### config.mk
export PLATFORM = sky130hd
export DESIGN_NAME = uart_controller
export DESIGN_NICKNAME = d
export VERILOG_FILES = /design/src/rtl/uart_pkg.sv /design/src/rtl/uart_tx_fifo.sv /design/src/rtl/uart_controller.sv
export SDC_FILE = /design/constraint.sdc
export NUM_CORES = 1
export LEC_CHECK = 0
export CORE_MARGIN = 2
export CORE_UTILIZATION = 23
export DETAILED_ROUTE_END_ITERATION = 16
export PLACE_DENSITY = 0.42
export SYNTH_ARGS = -nofsm -noshare
export SYNTH_HDL_FRONTEND = slang
export SYNTH_HIERARCHICAL = 1
export SYNTH_SLANG_ARGS = --single-unit
### constraint.sdc
create_clock -name clk -period 4 [get_ports clk]
set_input_delay 0.8 -clock clk [delete_from_list [all_inputs] [get_ports clk]]
set_output_delay 0.8 -clock clk [all_outputs]
set_load 0.005 [all_outputs]
### src/rtl/uart_pkg.sv
// Shared register map, CON bit positions and TX sequencer states for the UART controller.
package uart_pkg;

  localparam logic [1:0] REG_TXD = 2'd0;
  localparam logic [1:0] REG_RXD = 2'd1;
  localparam logic [1:0] REG_CON = 2'd2;

  localparam int unsigned CON_TX_IRQ_EN   = 0;
  localparam int unsigned CON_RX_IRQ_EN   = 1;
  localparam int unsigned CON_TX_DONE     = 2;
  localparam int unsigned CON_RX_FULL     = 3;
  localparam int unsigned CON_TX_FULL     = 4;
  localparam int unsigned CON_RX_OVERRUN  = 5;
  localparam int unsigned CON_TX_OVERFLOW = 6;
  localparam int unsigned CON_TX_ACTIVE   = 7;

  typedef enum logic [1:0] {
    IDLE      = 2'd0,
    START     = 2'd1,
    WAIT_BUSY = 2'd2,
    WAIT_DONE = 2'd3
  } tx_state_e;

endpackage

### src/rtl/uart_tx_fifo.sv
// Byte-wide synchronous FIFO with first-word fall-through head; push into a full
// FIFO is accepted only when a pop frees a slot in the same cycle.
module uart_tx_fifo #(
  parameter int unsigned DEPTH = 4
) (
  input  logic       clk,
  input  logic       reset,
  input  logic       push,
  input  logic       pop,
  input  logic [7:0] din,
  output logic [7:0] dout,
  output logic       full,
  output logic       empty
);

  localparam int unsigned AW = $clog2(DEPTH);
  localparam int unsigned CW = AW + 1;

  logic [7:0]    mem [DEPTH];
  logic [AW-1:0] wr_ptr;
  logic [AW-1:0] rd_ptr;
  logic [CW-1:0] count;
  logic          do_push;
  logic          do_pop;

  assign full    = (count == CW'(DEPTH));
  assign empty   = (count == '0);
  assign do_pop  = pop && !empty;
  assign do_push = push && (!full || do_pop);
  assign dout    = mem[rd_ptr];

  always_ff @(posedge clk) begin
    if (do_push) mem[wr_ptr] <= din;
  end

  // Pointers wrap naturally since DEPTH is a power of two
  always_ff @(posedge clk or posedge reset) begin
    if (reset) begin
      wr_ptr <= '0;
      rd_ptr <= '0;
      count  <= '0;
    end else begin
      if (do_push) wr_ptr <= wr_ptr + AW'(1);
      if (do_pop)  rd_ptr <= rd_ptr + AW'(1);
      count <= count + CW'(do_push) - CW'(do_pop);
    end
  end

endmodule

### src/rtl/uart_controller.sv
// Memory-mapped UART controller: TX FIFO plus start/busy sequencer, RX holding
// register, CON status/control register and a level interrupt.
module uart_controller
  import uart_pkg::*;
#(
  parameter int unsigned TX_DEPTH = 4
) (
  input  logic        clk,
  input  logic        reset,
  input  logic [1:0]  addr,
  input  logic        read_en,
  input  logic        write_en,
  input  logic [31:0] wdata,
  output logic [31:0] rdata,
  output logic        irq,
  output logic [7:0]  tx_data,
  output logic        tx_start,
  input  logic        tx_busy,
  input  logic [7:0]  rx_data,
  input  logic        rx_valid
);

  tx_state_e  state;
  logic       tx_irq_en, rx_irq_en, tx_done, rx_full, rx_overrun, tx_overflow;
  logic       tx_irq_en_d, rx_irq_en_d, tx_done_d, rx_full_d, rx_overrun_d, tx_overflow_d;
  logic [7:0] rx_buf, rx_buf_d;
  logic       fifo_full, fifo_empty;
  logic [7:0] fifo_dout;
  logic       wr_txd, wr_con, rd_rxd, pop, tx_done_set, overflow_set, tx_active;
  logic [7:0] con_bits;
  logic       unused_wdata;

  assign wr_txd       = write_en && (addr == REG_TXD);
  assign wr_con       = write_en && (addr == REG_CON);
  assign rd_rxd       = read_en  && (addr == REG_RXD);
  assign pop          = (state == IDLE) && !fifo_empty && !tx_busy;
  assign tx_done_set  = (state == WAIT_DONE) && !tx_busy;
  assign overflow_set = wr_txd && fifo_full && !pop;
  assign tx_active    = (state != IDLE) || !fifo_empty;
  assign unused_wdata = ^wdata[31:8];

  uart_tx_fifo #(.DEPTH(TX_DEPTH)) u_tx_fifo (
    .clk   (clk),
    .reset (reset),
    .push  (wr_txd),
    .pop   (pop),
    .din   (wdata[7:0]),
    .dout  (fifo_dout),
    .full  (fifo_full),
    .empty (fifo_empty)
  );

  // TX sequencer: pop, one-cycle start, then track the sender's busy window
  always_ff @(posedge clk or posedge reset) begin
    if (reset) begin
      state    <= IDLE;
      tx_start <= 1'b0;
      tx_data  <= 8'd0;
    end else begin
      tx_start <= 1'b0;
      case (state)
        IDLE: begin
          if (pop) begin
            tx_data  <= fifo_dout;
            tx_start <= 1'b1;
            state    <= START;
          end
        end
        START:     state <= WAIT_BUSY;
        WAIT_BUSY: if (tx_busy)  state <= WAIT_DONE;
        WAIT_DONE: if (!tx_busy) state <= IDLE;
        default:   state <= IDLE;
      endcase
    end
  end

  // Next values of CON/RX state; hardware sets are applied after W1C so they win
  always_comb begin
    tx_irq_en_d   = tx_irq_en;
    rx_irq_en_d   = rx_irq_en;
    tx_done_d     = tx_done;
    rx_overrun_d  = rx_overrun;
    tx_overflow_d = tx_overflow;
    rx_full_d     = rx_full;
    rx_buf_d      = rx_buf;
    if (wr_con) begin
      tx_irq_en_d = wdata[CON_TX_IRQ_EN];
      rx_irq_en_d = wdata[CON_RX_IRQ_EN];
      if (wdata[CON_TX_DONE])     tx_done_d     = 1'b0;
      if (wdata[CON_RX_OVERRUN])  rx_overrun_d  = 1'b0;
      if (wdata[CON_TX_OVERFLOW]) tx_overflow_d = 1'b0;
    end
    if (tx_done_set)  tx_done_d     = 1'b1;
    if (overflow_set) tx_overflow_d = 1'b1;
    if (rx_valid && (!rx_full || rd_rxd)) begin
      rx_buf_d  = rx_data;
      rx_full_d = 1'b1;
    end else if (rd_rxd) begin
      rx_full_d = 1'b0;
    end
    if (rx_valid && rx_full && !rd_rxd) rx_overrun_d = 1'b1;
  end

  // irq is registered from next values so it tracks the flags without a cycle of lag
  always_ff @(posedge clk or posedge reset) begin
    if (reset) begin
      tx_irq_en   <= 1'b0;
      rx_irq_en   <= 1'b0;
      tx_done     <= 1'b0;
      rx_overrun  <= 1'b0;
      tx_overflow <= 1'b0;
      rx_full     <= 1'b0;
      rx_buf      <= 8'd0;
      irq         <= 1'b0;
    end else begin
      tx_irq_en   <= tx_irq_en_d;
      rx_irq_en   <= rx_irq_en_d;
      tx_done     <= tx_done_d;
      rx_overrun  <= rx_overrun_d;
      tx_overflow <= tx_overflow_d;
      rx_full     <= rx_full_d;
      rx_buf      <= rx_buf_d;
      irq         <= (tx_irq_en_d && tx_done_d) || (rx_irq_en_d && rx_full_d);
    end
  end

  assign con_bits = {tx_active, tx_overflow, rx_overrun, fifo_full,
                     rx_full, tx_done, rx_irq_en, tx_irq_en};

  always_comb begin
    rdata = 32'd0;
    case (addr)
      REG_RXD: rdata = 32'(rx_buf);
      REG_CON: rdata = 32'(con_bits);
      default: rdata = 32'd0;
    endcase
  end

endmodule

==> results.md <==
- Flop-to-flop setup slack: 1520 ps
- Hold_buf cts: 0
- Mapped cell area: 3110 µm²
- Post-synthesis area per instance: 15.0 µm²
- Status: finished clean
- Placed instance area: 3610 µm²
- RSZ-0062 raised after global routing: false
- Critical Path RT: 3200 ps
- Reg clk slew, reported paths: 50 ps
- Final critical-path share of the clock period: 85.7%
- Synth Area in Simple Gates: 7.08%
- Max-Cap Viols: 0
- Net Sw Frac: 27.0%
- Fmax: 292 MHz
- Global Route Usage Sum: 8.51%
- RR Startpoint: state[0]
- Post-synth cell types: 43
- Slew @ Worst Pin: 643 ps
- Reg2reg end: u_tx_fifo/count[2]
- EDFF count, synth: 32
- Psw: 0.672 mW
- Initial antenna violation count: 0
- Routed WL: 5.93 mm
- CTS resizes: 0
- #FFs+latches synth: 65
- IO Pins: 90
- Drt wl/cell: 13.6 µm
- Async SR Flop Fraction: 50.8%
- Diode count: 0
- Critical path's top delay family: buffers and inverters
- Internal Power: 1.81 mW
- Clk_lat worst skew: 320 ps
- Min-delay src: tx_overflow
- XOR/XNOR share of the synthesized area: 1.41%
- Logic pwr share: 26.9%
- Fin cells: 435
- Top post-synthesis cells by area: edfxtp_1 (31%), dfrtp_1 (27%), buf_4 (6.0%)
- Post-synthesis mux area share: 14.1%
- Crit Path Class: in2out
- Routability Congestion: 0.696
- Synth cell count leaders: dfrtp_1 (33), edfxtp_1 (32), buf_4 (25)
- Synth Area in Compound Gates: 5.71%
- Die Area: 14500 µm²
- CP max-delay cell: clkdlybuf4s50_1
- Hold path depth: 2
- CP Capture Type: output pin
- Post-DP HPWL: 4.12 mm
- Cells along the critical path: clkdlybuf4s50_1 > inv_1 > ha_1 > a22oi_1 > nor2b_1 > clkdlybuf4s50_1
- Layout Nets: 314
- Die W: 120 µm
- Rel. slew slack: 57.2%
- Placed cells: 419
- Crit-path most repeated cell: clkdlybuf4s50_1
- Skew final: 4.64 ps
- Largest net degree at the start of global routing: 27
- Synthesis-to-finish area growth: 26.0%
- Post-synth top area cell: edfxtp_1
- Yosys warns: 6
- Synth top area share: 30.9%
- Setup TNS: 0 ps
- Port Buf Inserts: 41
- CTS tree: built
- Share of cells above drive strength 1: 20.8%
- Power Total: 2.49 mW
- Core area: 13200 µm²
- Vias after detailed routing: 1691
- Global-route wire length before repair: 9.19 mm
- # rows: 42
- Max rail drop VDD: 0.226 mV
- Hold Violations, Final: 0
- Vias in the first global route: 1710
- Slew Limit Fails: 0
- H-tree depth: 3
- Fin area: 3920 µm²
- Static Leak: 1.55 nW
- Synth Flop Type: dfrtp_1
- Clk buf depth: 2
- CTS sink cnt: 65
- Count leader, synth: dfrtp_1
- Clock tree root driver cell: clkbuf_16
- Worst Hold Path EP: tx_overflow
- Synth Instances: 208
- Cells on worst reg2reg path: 12
- Clk pwr share: 32.7%
- Die H: 120 µm
- Iter 0 DRT Violations: 88
- Starting density of the core: 23.5%
- Post-Synth Adder-Cell Area: 5.07%
- Worst setup path startpoint: addr[0]
- Endpoints failing setup: 0
- Global route overflow: 0
- DRT Pass-1 Iters: 4
- Sequential Power Share: 40.4%
- Num CTS Buffers: 9
- WP data arrival: 2630 ps
- Post-route ant nets: 0
- Worst Hold Class: reg2reg
- Seq/Total Area, Yosys: 57.4%
- # DRC: 0
- PwrDens: 634 nW/µm²
- Worst-path maximum fanout: 12
- CP peak stage delay: 520 ps
- CP Launch Type: input port
- Min cycle time layout: 3430 ps
- Combinational family with the most area after synthesis: multiplexers
- Vias per cell: 3.89
- Postcts setup bufs: 0
- Critical path buffers and inverters: 3
[area by class of cell]
cell class              count  area (µm²)
fillers                  1364        9320
flip-flops and latches     65        1790
multi-input cells         121        1130
repair buffers             42         418
clock buffers              10         229
well taps                 176         220
clock inverters             6        82.6
inverters                  15        56.3
[power groups by stage]
stage / registers [mW] / logic [mW] / clock network, mW
final: 1.00 / 0.670 / 0.814
after global routing: 1.03 / 0.747 / 0.865
after CTS: 1.01 / 0.684 / 0.836
after detailed placement: 1.02 / 0.679 / 0
after global placement: 1.02 / 0.679 / 0
after floorplan: 0.954 / 0.516 / 0
[layer usage]
metal	vias up	global-route usage, %	wire, µm
met5	-	0	0
met4	0	4.36	110
met3	7	2.08	222
met2	41	12.9	2880
met1	862	11.3	2720
li1	781	-	-
[worst min-delay path: stages, from the launching register on]
cell	delay, ps
dfrtp_1	350
nand2_1	50
o21ai_0	60
[worst max-delay path by stage]
| stage | end | slack (ps) | cells after the start |
|---|---|---|---|
| final | rdata[6] | 570 | 6 |
| after global routing | rdata[6] | 420 | 6 |
| after global placement | rdata[6] | 540 | 6 |
| after floorplan | u_tx_fifo/count[2] | 1560 | 10 |
| after detailed placement | rdata[6] | 550 | 6 |
| after CTS | rdata[6] | 530 | 6 |
[state kept, by name, indices dropped and copies added, names as in the netlist]
| name | flops |
|---|---|
| rx_buf | 8 |
| tx_done | 1 |
| u_tx_fifo/wr_ptr | 2 |
| rx_full | 1 |
| tx_irq_en | 1 |
| irq | 1 |
| rx_overrun | 1 |
| rx_irq_en | 1 |
| u_tx_fifo/count | 3 |
| u_tx_fifo/rd_ptr | 2 |
| tx_data | 8 |
| state | 2 |
| tx_start | 1 |
| u_tx_fifo/mem | 32 |
| tx_overflow | 1 |
[per-stage QoR]
stage                     utilization, %  setup slack [ps]  hold WS, ps
after global placement              27.2               543          489
after detailed placement            27.2               545          485
after global routing                29.6               423          520
final                               29.6               571          488
after floorplan                        -              1560          449
after CTS                           29.6               533          497
[logic make-up after synthesis]
kind of cell	count (synthesis)
flip-flops	65
XOR/XNOR	5
AO/OA/AOI/OAI	20
adder cells (fa/ha/maj)	12
multiplexers	28
buffers and inverters	45
other	1
AND/OR/NAND/NOR	32
[layout by cell type (no fill, tap or decap), drive strengths merged]
cell type,n
a21oi,2
clkdlybuf4s50,41
mux4,8
edfxtp,32
a21boi,2
fa,1
o21ai,2
nand3,3
o32ai,1
a22o,1
nor3,1
a21o,1
nor2b,8
o31ai,1
a22oi,8
or2,1
a2bb2o,1
mux2i,1
bufinv,2
mux2,19
nor2,5
nand2b,3
a2bb2oi,1
nand2,4
clkinv,2
ha,11
xnor2,4
and2,5
conb,24
xor2,1
clkbuf,10
buf,1
inv,15
nor3b,2
dfrtp,33
clkinvlp,2
(Power assumes the default switching activity.)
